===== config.mk =====
export PLATFORM = sky130hd
export DESIGN_NAME = vls_sequencer
export DESIGN_NICKNAME = d
export VERILOG_FILES = /design/src/rtl/vls_sequencer.sv
export SDC_FILE = /design/constraint.sdc
export NUM_CORES = 1
export LEC_CHECK = 0
export CAP_MARGIN = 20
export CORE_MARGIN = 4
export CORE_UTILIZATION = 33
export CTS_CLUSTER_DIAMETER = 200
export CTS_CLUSTER_SIZE = 28
export DETAILED_ROUTE_END_ITERATION = 7
export DONT_BUFFER_PORTS = 1
export PLACE_DENSITY = 0.47
export SETUP_SLACK_MARGIN = 0.5
export SYNTH_ARGS = -nofsm -noshare
export SYNTH_HDL_FRONTEND = slang
export SYNTH_SLANG_ARGS = --single-unit

===== constraint.sdc =====
create_clock -name Clk1 -period 2.9 [get_ports Clk1]
set_input_delay 0.87 -clock Clk1 [delete_from_list [all_inputs] [get_ports Clk1]]
set_output_delay 0.87 -clock Clk1 [all_outputs]
set_load 0.1 [all_outputs]

===== src/rtl/vls_sequencer.sv =====
//-----------------------------------------------------------------------------
// vls_sequencer
//
// Vector load/store sequencer. A single Start strobe (sampled only while idle)
// captures a vector operation and then issues one 16-bit memory access per
// element over a single shared memory port, honouring a per-cycle grant.
//   VST : writes StoreData element i to BaseAddr + i*stride.
//   VLD : reads BaseAddr + i*stride; the data returned one cycle after each
//         read strobe is packed into LoadData element i.
// Addresses wrap modulo 2^16 silently.
//
// Configuration macro:
//   VLS_STRIDE_EN  defined   -> Stride port present, captured with Start.
//                  undefined -> no Stride port, stride fixed at 1.
//
// Ports:
//   Clk1        in   sole clock, rising edge
//   Reset       in   synchronous, active-high
//   Start       in   operation request (ignored while Busy)
//   IsStore     in   1 = VST, 0 = VLD
//   BaseAddr    in   [15:0] element-0 word address
//   Stride      in   [15:0] element address increment (VLS_STRIDE_EN only)
//   StoreData   in   [16*NUM_ELEM-1:0] store vector, element i = [16i+15:16i]
//   MemGnt      in   memory port granted this cycle
//   MemDataIn   in   [15:0] read data, valid the cycle after MemRD
//   MemAddr     out  [15:0] word address of the current access
//   MemRD       out  read strobe
//   MemWR       out  write strobe
//   MemDataOut  out  [15:0] write data
//   LoadData    out  [16*NUM_ELEM-1:0] assembled load vector
//   Busy        out  high in every state except IDLE
//   Done        out  one-cycle completion pulse
//-----------------------------------------------------------------------------
module vls_sequencer #(
  parameter int NUM_ELEM = 16
) (
  input  logic                   Clk1,
  input  logic                   Reset,
  input  logic                   Start,
  input  logic                   IsStore,
  input  logic [15:0]            BaseAddr,
`ifdef VLS_STRIDE_EN
  input  logic [15:0]            Stride,
`endif
  input  logic [16*NUM_ELEM-1:0] StoreData,
  input  logic                   MemGnt,
  input  logic [15:0]            MemDataIn,
  output logic [15:0]            MemAddr,
  output logic                   MemRD,
  output logic                   MemWR,
  output logic [15:0]            MemDataOut,
  output logic [16*NUM_ELEM-1:0] LoadData,
  output logic                   Busy,
  output logic                   Done
);

  localparam int          IDX_W    = 4;
  localparam logic [IDX_W-1:0] LAST_IDX = IDX_W'(NUM_ELEM - 1);

  typedef enum logic [1:0] {
    ST_IDLE  = 2'd0,
    ST_ISSUE = 2'd1,
    ST_DRAIN = 2'd2,
    ST_DONE  = 2'd3
  } state_t;

  state_t                  state_r;
  logic                    is_store_r;
  logic [15:0]             addr_r;       // BaseAddr + idx*stride, kept as a running sum
  logic [16*NUM_ELEM-1:0]  store_data_r;
  logic [IDX_W-1:0]        idx_r;
  logic                    pend_r;       // a read was issued last cycle
  logic [IDX_W-1:0]        pend_idx_r;   // element that read belongs to
  logic [16*NUM_ELEM-1:0]  load_data_r;
  logic                    busy_r;
  logic                    done_r;
  logic [15:0]             stride_s;
  logic                    issue_s;

`ifdef VLS_STRIDE_EN
  logic [15:0]             stride_r;

  // Stride comes from the value captured with Start.
  always_comb begin
    stride_s = stride_r;
  end
`else
  // Without the stride option, elements occupy consecutive words.
  always_comb begin
    stride_s = 16'h0001;
  end
`endif

  // Memory-port drive: strobes follow the grant combinationally while issuing.
  always_comb begin
    issue_s    = 1'b0;
    MemRD      = 1'b0;
    MemWR      = 1'b0;
    MemAddr    = 16'h0000;
    MemDataOut = 16'h0000;
    if (state_r == ST_ISSUE) begin
      issue_s = MemGnt;
      MemAddr = addr_r;
      if (MemGnt) begin
        MemRD = ~is_store_r;
        MemWR = is_store_r;
        if (is_store_r) begin
          MemDataOut = store_data_r[{idx_r, 4'b0000} +: 16];
        end else begin
          MemDataOut = 16'h0000;
        end
      end else begin
        MemRD = 1'b0;
        MemWR = 1'b0;
      end
    end else begin
      issue_s = 1'b0;
    end
  end

  assign LoadData = load_data_r;
  assign Busy     = busy_r;
  assign Done     = done_r;

  // Sequencer FSM, operand capture and load-data assembly.
  always_ff @(posedge Clk1) begin
    if (Reset) begin
      state_r      <= ST_IDLE;
      is_store_r   <= 1'b0;
      addr_r       <= 16'h0000;
      store_data_r <= '0;
      idx_r        <= '0;
      pend_r       <= 1'b0;
      pend_idx_r   <= '0;
      load_data_r  <= '0;
      busy_r       <= 1'b0;
      done_r       <= 1'b0;
`ifdef VLS_STRIDE_EN
      stride_r     <= 16'h0000;
`endif
    end else begin
      // Read data returns one cycle after its strobe, whatever the state or
      // grant is now; a fresh read this cycle re-arms the flag below.
      pend_r <= 1'b0;
      if (pend_r) begin
        load_data_r[{pend_idx_r, 4'b0000} +: 16] <= MemDataIn;
      end

      case (state_r)
        ST_IDLE: begin
          done_r <= 1'b0;
          if (Start) begin
            is_store_r   <= IsStore;
            addr_r       <= BaseAddr;
            store_data_r <= StoreData;
`ifdef VLS_STRIDE_EN
            stride_r     <= Stride;
`endif
            idx_r        <= '0;
            busy_r       <= 1'b1;
            state_r      <= ST_ISSUE;
          end else begin
            busy_r       <= 1'b0;
          end
        end

        ST_ISSUE: begin
          if (issue_s) begin
            if (!is_store_r) begin
              pend_r     <= 1'b1;
              pend_idx_r <= idx_r;
            end
            addr_r <= addr_r + stride_s;
            idx_r  <= idx_r + 4'd1;
            if (idx_r == LAST_IDX) begin
              // Stores are complete on the last grant; loads still wait
              // for the final element's data.
              if (is_store_r) begin
                state_r <= ST_DONE;
                done_r  <= 1'b1;
              end else begin
                state_r <= ST_DRAIN;
              end
            end
          end
        end

        ST_DRAIN: begin
          state_r <= ST_DONE;
          done_r  <= 1'b1;
        end

        ST_DONE: begin
          done_r  <= 1'b0;
          busy_r  <= 1'b0;
          state_r <= ST_IDLE;
        end

        default: begin
          state_r <= ST_IDLE;
          busy_r  <= 1'b0;
          done_r  <= 1'b0;
        end
      endcase
    end
  end

endmodule


== Word level (Yosys, flattened, before mapping) ==
Cells that the tools add are included.

* Mux-type cells: 28
* Shift operators: 3
* Eq/ne operators: 8
* Add/sub/neg operators: 3
* Bitwise logic cells: 3
* Reductions and logical operators: 10

{| class="wikitable"
|+ Operators with widths
! cell !! count
|-
| $bwmux W256 || 1
|-
| $shift A16 B10 Y256 const A || 1
|-
| $shiftx A16 B10 Y256 || 1
|-
| $shiftx A256 B9 Y16 || 1
|-
| $mux W16 || 6
|-
| $pmux W16 S2 || 1
|-
| $add A16 B1 Y16 const B || 1
|-
| $reduce_and A3 Y1 || 4
|-
| $mux W1 || 11
|-
| $neg A8 Y10 || 1
|-
| $mux W4 || 2
|-
| $pmux W2 S4 || 1
|-
| $pmux W4 S2 || 1
|-
| $mux W2 || 3
|-
| $ne A2 B2 Y1 const B || 3
|-
| $add A4 B1 Y4 const B || 1
|-
| $eq A2 B2 Y1 const B || 2
|-
| $eq A4 B4 Y1 const B || 1
|-
| $reduce_bool A2 Y1 || 2
|-
| $not A1 Y1 || 3
|-
| $pmux W1 S3 || 1
|-
| $reduce_or A3 Y1 || 1
|-
| $eq A2 B1 Y1 const B || 1
|-
| $logic_not A2 Y1 || 1
|-
| 4 further kinds || 4
|}

* Word-level logic and storage cells: 65
* Register bits: 542
* Input port bits: 293
* Output and inout bits: 292

== Longest topological paths before layout ==
* Depth after elaboration: 4
* Mapped depth: 10
* Mapped depth without buffers: 6

== Least setup slack after synthesis ==
OpenSTA, ideal clock, no wires.

* Path kind: input to output
* From: input port MemGnt
* To: output port MemDataOut[10]
* Path buffers: 2
* Data required time: 2.030 ns
* Slack: -1.165 ns
* Data arrival time: 3.195 ns
* Stages: 5
* Cells stage by stage: nand3_1 or3_1 buf_1 clkbuf_1 o221ai_1

* Cells in the longest elaborated chain, start to end: 2

{| class="wikitable"
|+ RTL lines
! element !! line !! RTL
|-
| from (decl) || 46 || <nowiki>input logic MemGnt,</nowiki>
|-
| $mux W16 || 104 || <nowiki>if (MemGnt) begin</nowiki>
|-
| $mux W16 || 101 || <nowiki>if (state_r == ST_ISSUE) begin</nowiki>
|-
| to (decl) || 51 || <nowiki>output logic [15:0] MemDataOut,</nowiki>
|}

No other way between the ends.

== Worst setup path after layout ==
* From: register idx_r[0]
* To: output port MemDataOut[10]

* Cells in the longest elaborated chain, start to end: 4

{| class="wikitable"
|+ RTL lines
! element !! line !! RTL
|-
| from (decl) || 71 || <nowiki>logic [IDX_W-1:0] idx_r;</nowiki>
|-
| from (signal assigned) || 174 || <nowiki>idx_r <= idx_r + 4'd1;</nowiki>
|-
| $shiftx A256 B9 Y16 || 108 || <nowiki>MemDataOut = store_data_r[{idx_r, 4'b0000} +: 16];</nowiki>
|-
| $mux W16 || 107 || <nowiki>if (is_store_r) begin</nowiki>
|-
| $mux W16 || 104 ||
|-
| $mux W16 || 101 ||
|}

No other way between the ends.

==> metrics <==
status=finished with violations; violated checks=max-slew violations, negative setup slack; hold_sp=StoreData[86]; cell mode on critical path=buf_12; setup TNS=-6.01 ns; multi-input logic area=11200 um2; pre-CTS setup slack=-0.241 ns; die width=270 um; largest net degree at the start of global routing=562; unrepaired setup endpoints after global routing=true; fin nets=3088; syn_nets=2873; share of layout cells above drive strength 1=22.2%; Vias/cell=5.25; GP Congestion=0.839; CP max stage delay=0.50 ns; crit end category=output pin; R2R Setup Slk=0.55 ns; prevailing post-synth register cell=dfxtp_1; r2r worst-path depth=7; Seq/Total Area, Yosys=47.9%; reg2reg start=pend_idx_r[0]; clock slew at reported path FFs=0.11 ns; fin crit share=114%; Peak VDD IR=0.468 mV; Hold Path Class=in -> reg; synth-to-layout area growth=23.7%; CP startpoint kind=flip-flop; max cap viols=0; antenna viol nets, final=0; WL/cell=23.4 um; min Tclk post-route=3.32 ns; FF+latch count, synth=542; number of remaining DRC errors=0; Mapped Area=22600 um2; Max Slew Vio Count=212; clk buf depth=3; CTS Hold Bufs=0; hold path cells=2; reg-to-reg endpoint=LoadData[0]; row cnt=95; Final HPWL DP=61.4 mm; Worst Tran Pin Value=2.04 ns; # port buffers=0; GRT Overall Usage=21.9%; drt pass-1 iters=5; worst-path fanout max=6; vias in the first global route=18400; Rel. slew slack=-36.0%; Vias=19200; CP required=2.03 ns; CP arrival=2.45 ns; first-pass GRT wire length=123 mm; critical path's slowest cell=mux4_2; FFs w/ async S/R, synth=0%; Lkg Pwr=9.88 nW; cts bufs inserted=23; Distinct cells, synth=58; Die Span Y=270 um; crit-path cells=buf_12 > mux4_2 > a22oi_2 > buf_4 > o221ai_4 > buf_12; Ports=585; die area=72900 um2; Clock Skews=0.0226 ns; final setup fails=16; Final Hold Vio Count=0; cell area power density=671 nW/um2; syn_area_per_cell=8.81 um2; worst skew pair latency=0.58 ns; CTS Sinks=542; Root Buffer=clkbuf_16; Setup CP Type=reg -> out; Core Util, Final=41.4%; synth warn=0; EDFF count, synth=0; Hold EP=store_data_r[86]; core area=67600 um2; GRT overflow=0; Routed WL=85.7 mm; total area of sequential cells=10900 um2; Starting Density=33.5%; number of H-tree levels=1; antenna violations before repair=4; Mapped Cells=2571; Filler cells=6705; achievable frequency=301 MHz; CTS tree=built; DR iter-0 viols=1715; PnR worst setup slack=-0.418 ns
-- where the power goes --
group | leakage (nW) | internal (W) | switching (W) | total [W]
Combinational | 5.17 | 0.00233 | 0.00368 | 0.00601
Clock | 0.296 | 0.00147 | 0.00245 | 0.00392
Sequential | 4.41 | 0.00829 | 0.000577 | 0.00887
-- critical path: cells and delay by family, from the launching register on --
| kind | cells | cell delay [ns] |
|---|---|---|
| flip-flops | 1 | 0.44 |
| multiplexers | 1 | 0.50 |
| buffers and inverters | 3 | 0.52 |
| AO/OA/AOI/OAI | 2 | 0.39 |
-- metrics by stage --
step | power, W | hold WS, ns | instance area (um2) | instances
2_1_floorplan | 0.0127 | 0.433 | 23100 | 2571
3_3_place_gp | 0.0142 | 0.440 | 26600 | 3592
3_5_place_dp | 0.0143 | 0.445 | 26600 | 3592
5_1_grt | 0.0197 | 0.374 | 28000 | 3662
6_report | 0.0188 | 0.410 | 28000 | 3663
4_1_cts | 0.0188 | 0.349 | 27800 | 3645
-- layer usage --
metal,track usage [%],wire length (um),vias to the layer above
li1,-,-,9097
met1,28.8,37000,9383
met2,36.3,40500,658
met3,4.71,5370,107
met4,6.69,2770,2
met5,0,13,-
-- final cells by class --
cell class | instances | share of cell area (%)
multi-input combinational | 1764 | 40.1
antenna | 3 | 0.0268
inverter | 47 | 0.710
timing repair buffer | 408 | 14.3
tap | 873 | 3.90
clock inverter | 1 | 0.0715
clock buffer | 25 | 2.08
sequential | 542 | 38.8
-- flip-flops by register name (all words and copies together) (netlist names) --
signal	flops
LoadData	256
pend_r	1
pend_idx_r	4
is_store_r	1
Done	1
addr_r	16
store_data_r	256
Busy	1
idx_r	4
state_r	2
-- synthesized netlist by cell type (all sizes together), types with 35 or more instances --
master	instances	area share [%]
a21oi	365	8.2
buf	50	1.3
clkbuf	169	2.8
dfxtp	542	48
inv	46	0.76
mux2i	154	6.8
mux4	64	6.4
nand2	595	10
nand2b	165	4.6
nand3	93	2.1
nor2	35	0.79
o21ai	128	2.8
-- cells in the final DEF, fill, tap and decap left out, drive strengths merged, types with 23 or more instances in the layout --
cell / Yosys / final
nand3: 93 / 93
nor2b: 23 / 23
a21oi: 365 / 365
o21ai: 128 / 128
mux2i: 154 / 154
clkbuf: 169 / 26
nor2: 35 / 35
inv: 46 / 45
nand2b: 165 / 165
buf: 50 / 406
dfxtp: 542 / 542
nand2: 595 / 595
mux4: 64 / 64
-- what timing repair did --
item | CTS | global route
cloned | 7 | 2
setup endpoints to repair | 34 | 85
pin swaps | 18 | 12
gates resized for setup | 65 | 12
setup buffers | 20 | 13
-- cell families (layout without fill, tap and decap cells) --
family                     after synthesis  count (layout)  share of synthesized area [%]
muxes                                  218             218                           13.2
other                                    0               3                              0
DFF                                    542             542                           47.9
adders and majority gates                9               9                          0.497
AOI/OAI and AO/OA                      557             557                           13.4
xor gates and xnor gates                 7               7                          0.304
and+or+nand+nor                        972             973                           19.9
buffers and inverters                  266             481                           4.86
-- worst max path at each step --
stage               depth (start not counted)              to  slack, ns     start
floorplan                                   5  MemDataOut[10]      -0.19    MemGnt
global placement                            8  MemDataOut[10]      -0.22    MemGnt
detailed placement                          8  MemDataOut[10]      -0.24    MemGnt
CTS                                         7   MemDataOut[5]      -0.47  idx_r[0]
global route                                6   MemDataOut[1]      -0.51  idx_r[0]
finish                                      6  MemDataOut[10]      -0.42  idx_r[0]
(Power assumes the default switching activity.)
==> patch 1, RTL diff (same flow settings) <==
`NUM_ELEM`: 16 -> 17. Comments in the files are not updated.
--- a/src/rtl/vls_sequencer.sv
+++ b/src/rtl/vls_sequencer.sv
@@ -32,7 +32,7 @@
 //   Done        out  one-cycle completion pulse
 //-----------------------------------------------------------------------------
 module vls_sequencer #(
-  parameter int NUM_ELEM = 16
+  parameter int NUM_ELEM = 17
 ) (
   input  logic                   Clk1,
   input  logic                   Reset,
Interface: changed (resized LoadData and StoreData); port bits go from 585 to 617. The function was not compared with the original's and may differ.
==> patch 1 against the unedited design <==
  * The run still ends with max-slew violations, negative setup slack left
  * Setup slack lost 0.16 ns
  * Area after synthesis barely moved
  * Largest power group unchanged
  * Total power decreased by 7.8%
  * Design area down 0.94%
  * Routed wire length down 6.1%
  * Sequential cell count up 16
  * Largest cell class is now flip-flops and latches
  * Combinational power down 24%
  * Sequential share of layout area increased by 1.5 points
  * Critical endpoint is now MemDataOut[8]
  * First-iteration DRC count fell by 24%
==> patch 1: results (changes against the unedited design) <==
run status finished, violations left; failing checks max-slew violations, negative setup slack; Pre-Repair DR Iteration Count 7 (+2); maximum VDD drop 0.398 mV (-15%); Setup Skew 0.0272 ns (+0.00465 ns); pre-CTS setup slack -0.186 ns (+0.0551 ns); largest cells by area after synthesis sky130_fd_sc_hd__dfxtp_1 49%, sky130_fd_sc_hd__mux2i_1 9.6%, sky130_fd_sc_hd__nand2_1 9.6%, sky130_fd_sc_hd__mux4_2 6.4%, sky130_fd_sc_hd__a21oi_1 6.1%; worst-skew pair later-pin latency 0.60 ns (+0.02 ns); detailed-route wire length on metal 1 34,400 um (-7.1%); list of most frequent post-synthesis cells 578 x sky130_fd_sc_hd__nand2_1, 558 x sky130_fd_sc_hd__dfxtp_1, 275 x sky130_fd_sc_hd__a21oi_1; final count of pins violating max slew 306 (+44%); Routed WL 80,500 um (-6.1%); dpl cell area 26,300 um^2 (-0.97%); detailed-routed wire length on met3 5070 um (-5.7%); synthesized net count 2,792 (-2.8%); net count of the finished layout 3,026 (-2.0%); HPWL reported at the end of detailed placement 58,000 um (-5.5%); number of global-route vias before repair 17,600 (-4.5%); maximum number of pins on one net before global-route repair 579 (+3.0%); proportion of layout cells with a drive suffix above 1 21.7% (-0.46 points); cell count after synthesis 2,473 (-3.8%); Pleak 10.8 nW (+9.4%); Met2 Wirelength 38,200 um (-5.6%); Gate power share 26.4% (-5.6 points); final number of setup-violating endpoints 16 (unchanged); number of DRC markers after the initial detailed-route iteration 1,307 (-24%); ratio of routed vias to standard cells 5.13 (-2.4%); CTS Root Buffer Type sky130_fd_sc_hd__clkbuf_16; power per cell area 625 nW/um^2 (-6.9%); Internal 0.0117 W (-3.6%); weighted congestion reported at the end of routability-driven placement 0.830 (-1.0%); GRT Overall Usage 20.8% (-1.2 points); vias 18,400 (-4.5%); Setup TNS -8.46 ns (-2.46 ns); initial antenna violation count 7 (+3); max_slew headroom -53.0% (-17 points); critical-path maximum fanout 5 (-1); Power Sequential 0.00880 W (-0.8%); met3 Usage GRT 4.54% (-0.17 points); met1 routing resource usage after global routing 27.1% (-1.7 points); fillers 6,735 (+0.45%); slack of the critical path -0.580 ns (-0.163 ns); placed cell count 3,518 (-2.1%)
-- patch 1: cell families (layout without fill, tap and decap cells) --
family	count (synthesis)	count (layout)	share of synthesized area (%)
simple gates	993	994	20.2
flops	558	558	49.3
compound gates	417	417	10.1
mux	281	281	16.0
buf+inv	212	446	3.82
fa+ha+maj	10	10	0.552
xor+xnor	2	2	0.0774
other cells	0	3	0
-- patch 1: what timing repair did --
item,in CTS,in global routing
cloned,6,2
pin swaps,10,7
buffers inserted,18,11
gates resized for setup,83,31
setup endpoints to repair,54,160
-- patch 1: worst paths after layout --
| kind | startpoint | endpoint | slack, ns | cells past startpoint |
|---|---|---|---|---|
| max | idx_r[0] | MemDataOut[8] | -0.58 | 8 |
| min reg2reg | store_data_r[183] | store_data_r[183] | 0.46 | 2 |
| max reg2reg | idx_r[0] | state_r[1] | 0.55 | 14 |
| min | Reset | LoadData[224] | 0.37 | 1 |
-- patch 1: worst max-delay path, cell delays in order, from the launching register on --
cell and delay, ns:
sky130_fd_sc_hd__dfxtp_4 0.43, sky130_fd_sc_hd__buf_12 0.12, sky130_fd_sc_hd__buf_16 0.11, sky130_fd_sc_hd__mux4_2 0.52, sky130_fd_sc_hd__nand3_2 0.09, sky130_fd_sc_hd__o21ai_1 0.06
sky130_fd_sc_hd__buf_4 0.16, sky130_fd_sc_hd__a221o_4 0.36, sky130_fd_sc_hd__buf_12 0.18
-- patch 1: area by class of cell --
cell class / instances / area [um^2] / area share [%]
sequential: 558 / 11200 / 40.3
multi-input combinational: 1704 / 11000 / 39.7
timing repair buffer: 391 / 3700 / 13.3
tap: 873 / 1090 / 3.94
clock buffer: 25 / 593 / 2.14
inverter: 29 / 143 / 0.514
clock inverter: 1 / 8.76 / 0.0316
antenna: 3 / 7.51 / 0.0271
==> patch 2, RTL diff (same settings) <==
Made on the original files. The 4 states of `state_t` get a one-hot encoding in 4 bits.
--- a/src/rtl/vls_sequencer.sv
+++ b/src/rtl/vls_sequencer.sv
@@ -57,11 +57,11 @@
   localparam int          IDX_W    = 4;
   localparam logic [IDX_W-1:0] LAST_IDX = IDX_W'(NUM_ELEM - 1);
 
-  typedef enum logic [1:0] {
-    ST_IDLE  = 2'd0,
-    ST_ISSUE = 2'd1,
-    ST_DRAIN = 2'd2,
-    ST_DONE  = 2'd3
+  typedef enum logic [3:0] {
+    ST_IDLE  = 4'b0001,
+    ST_ISSUE = 4'b0010,
+    ST_DRAIN = 4'b0100,
+    ST_DONE  = 4'b1000
   } state_t;
 
   state_t                  state_r;
Formal check against the unedited RTL: same outputs for any inputs over 4 cycles, from zero or initial values and one cycle with Reset high; so few cycles prove little.
==> patch 2 against the unedited design <==
  * The flow finishes with violations (negative setup slack)
  * Die area fell by 2.0%
  * Design area is 3.3% lower
  * Routed wire length shrank 3.9%
  * Core utilization decreased by 0.53 points
  * Register-to-register slack worse by 0.02 ns
  * Non-clock buffer count fell by 11
  * Area after synthesis fell by 2.1%
  * Setup slack got worse by 0.050 ns
  * Clock skew is 0.016 ns higher
  * Global-route usage down 0.18 points
  * First-iteration DRC count shrank 5.4%
  * Via count fell by 2.0%
  * Sequential cell count rose by 2
  * Largest cell class is now flip-flops and latches
Power is not compared: it rests on default switching activity, and its combinational part moved more than twofold at a synthesized area within 25%.
==> patch 2: results (changes against the unedited design) <==
number of DRC markers after the initial detailed-route iteration 1,623 (-5.4%); detailed-routed wire length on met3 6460 um (+20%); HPWL reported at the end of detailed placement 59,100 um (-3.8%); critical-path maximum fanout 8 (+2); Setup Skew 0.0389 ns (+0.0163 ns); met1 routing resource usage after global routing 27.6% (-1.2 points); slack of the critical path -0.467 ns (-0.0496 ns); failing checks negative setup slack; wire length of the first global-routing pass 119,000 um (-3.5%); synthesized net count 2,843 (-1.0%); Routed WL 82,400 um (-3.9%); proportion of layout cells with a drive suffix above 1 21.2% (-1.0 points); list of most frequent post-synthesis cells 665 x sky130_fd_sc_hd__nand2_1, 544 x sky130_fd_sc_hd__dfxtp_1, 400 x sky130_fd_sc_hd__a21oi_1; largest cells by area after synthesis sky130_fd_sc_hd__dfxtp_1 49%, sky130_fd_sc_hd__nand2_1 11%, sky130_fd_sc_hd__a21oi_1 9.0%, sky130_fd_sc_hd__mux4_2 6.5%, sky130_fd_sc_hd__mux2i_1 5.1%; maximum number of pins on one net before global-route repair 561 (-0.18%); Pre-Repair DR Iteration Count 7 (+2); number of global-route vias before repair 18,200 (-1.3%); detailed-route wire length on metal 1 33,900 um (-8.5%); average instance area after synthesis 8.71 um^2 (-1.2%); GRT Overall Usage 21.7% (-0.18 points); final number of setup-violating endpoints 19 (+3); share of the yosys chip area belonging to registers 49.1% (+1.2 points); number of buffer and inverter stages on the critical path 4 (+1); run status finished, violations left; weighted congestion reported at the end of routability-driven placement 0.861 (+2.7%); met3 Usage GRT 5.60% (+0.90 points); max_slew headroom 38.1% (+74 points); Met2 Wirelength 39,700 um (-2.0%); Finished Layout Cells 3,608 (-1.5%); placed cell count 3,533 (-1.6%); net count of the finished layout 3,038 (-1.6%); pre-CTS setup slack -0.0995 ns (+0.142 ns); family of cells with the greatest summed delay on the critical path multiplexers
==> patch 2: cell count changes in the layout (fill, tap and decap cells not counted), sizes merged, moves of 36 or more <==
cell    change
nand3      +44
nand2b    -111
o21ai      -66
inv        -38
nor2       +42
nand2      +71
nand3b     +53
mux2i      -42
a21oi      +36
==> patch 2: per-stage QoR <==
stage	utilization [%]	TNS, ns	area [um^2]	total power, W
finish	40.9	-6.74	27100	0.0131
CTS	40.5	-7.26	26800	0.0133
global route	40.9	-9.24	27100	0.0137
detailed placement	38.6	-1.06	25500	0.00932
global placement	38.6	-1.18	25500	0.00929
floorplan	-	-8.54	22500	0.00900
==> patch 2: worst register-to-register path, stage by stage (launching register included) <==
cell	delay (ns)
sky130_fd_sc_hd__dfxtp_2	0.34
sky130_fd_sc_hd__buf_4	0.13
sky130_fd_sc_hd__buf_6	0.11
sky130_fd_sc_hd__buf_4	0.14
sky130_fd_sc_hd__nand3b_1	0.28
sky130_fd_sc_hd__nor3_4	0.34
sky130_fd_sc_hd__buf_12	0.26
sky130_fd_sc_hd__buf_12	0.30
sky130_fd_sc_hd__nand2_1	0.21
sky130_fd_sc_hd__a21oi_1	0.16
==> patch 2: path summary, 6_finish.rpt <==
kind	from	endpoint	slack [ns]	cells past startpoint
worst min register to register	store_data_r[41]	store_data_r[41]	0.46	2
worst min-delay path	StoreData[9]	store_data_r[9]	0.40	2
worst max-delay path	idx_r[0]	MemDataOut[6]	-0.47	7
worst max register to register	state_r[1]	store_data_r[233]	0.53	9
==> patch 2: logic make-up after synthesis <==
| group | after synthesis | synth area share [%] |
|---|---|---|
| simple gates | 1065 | 21.4 |
| flops | 544 | 49.1 |
| compound gates | 517 | 12.5 |
| buf+inv | 234 | 4.86 |
| mux | 176 | 11.6 |
| xor+xnor | 8 | 0.350 |
| fa+ha+maj | 3 | 0.169 |
==> patch 2: power breakdown <==
part | switching, W | total, W | internal, W
clock | 0.00245 | 0.00391 | 0.00146
sequential | 0.000188 | 0.00795 | 0.00776
combinational | 0.000782 | 0.00128 | 0.000497
total | 0.00342 | 0.0131 | 0.00972
==> patch 2: area by class of cell <==
type	count	area (um^2)	share of cell area, %
diodes	2	5.00	0.0185
clock buffers	24	579	2.14
clock inverters	1	16.3	0.0601
inverters	7	30.0	0.111
multi-input cells	1769	10800	39.7
flip-flops and latches	544	10900	40.3
well taps	864	1080	3.99
repair buffers	397	3700	13.7
==> patch 2: timing repair <==
action                                  in CTS  in global routing
pin swaps                                   16                 20
setup buffers                               28                 14
endpoints found under the setup margin     128                197
cloned                                       4                  2
resized for setup                           73                 19
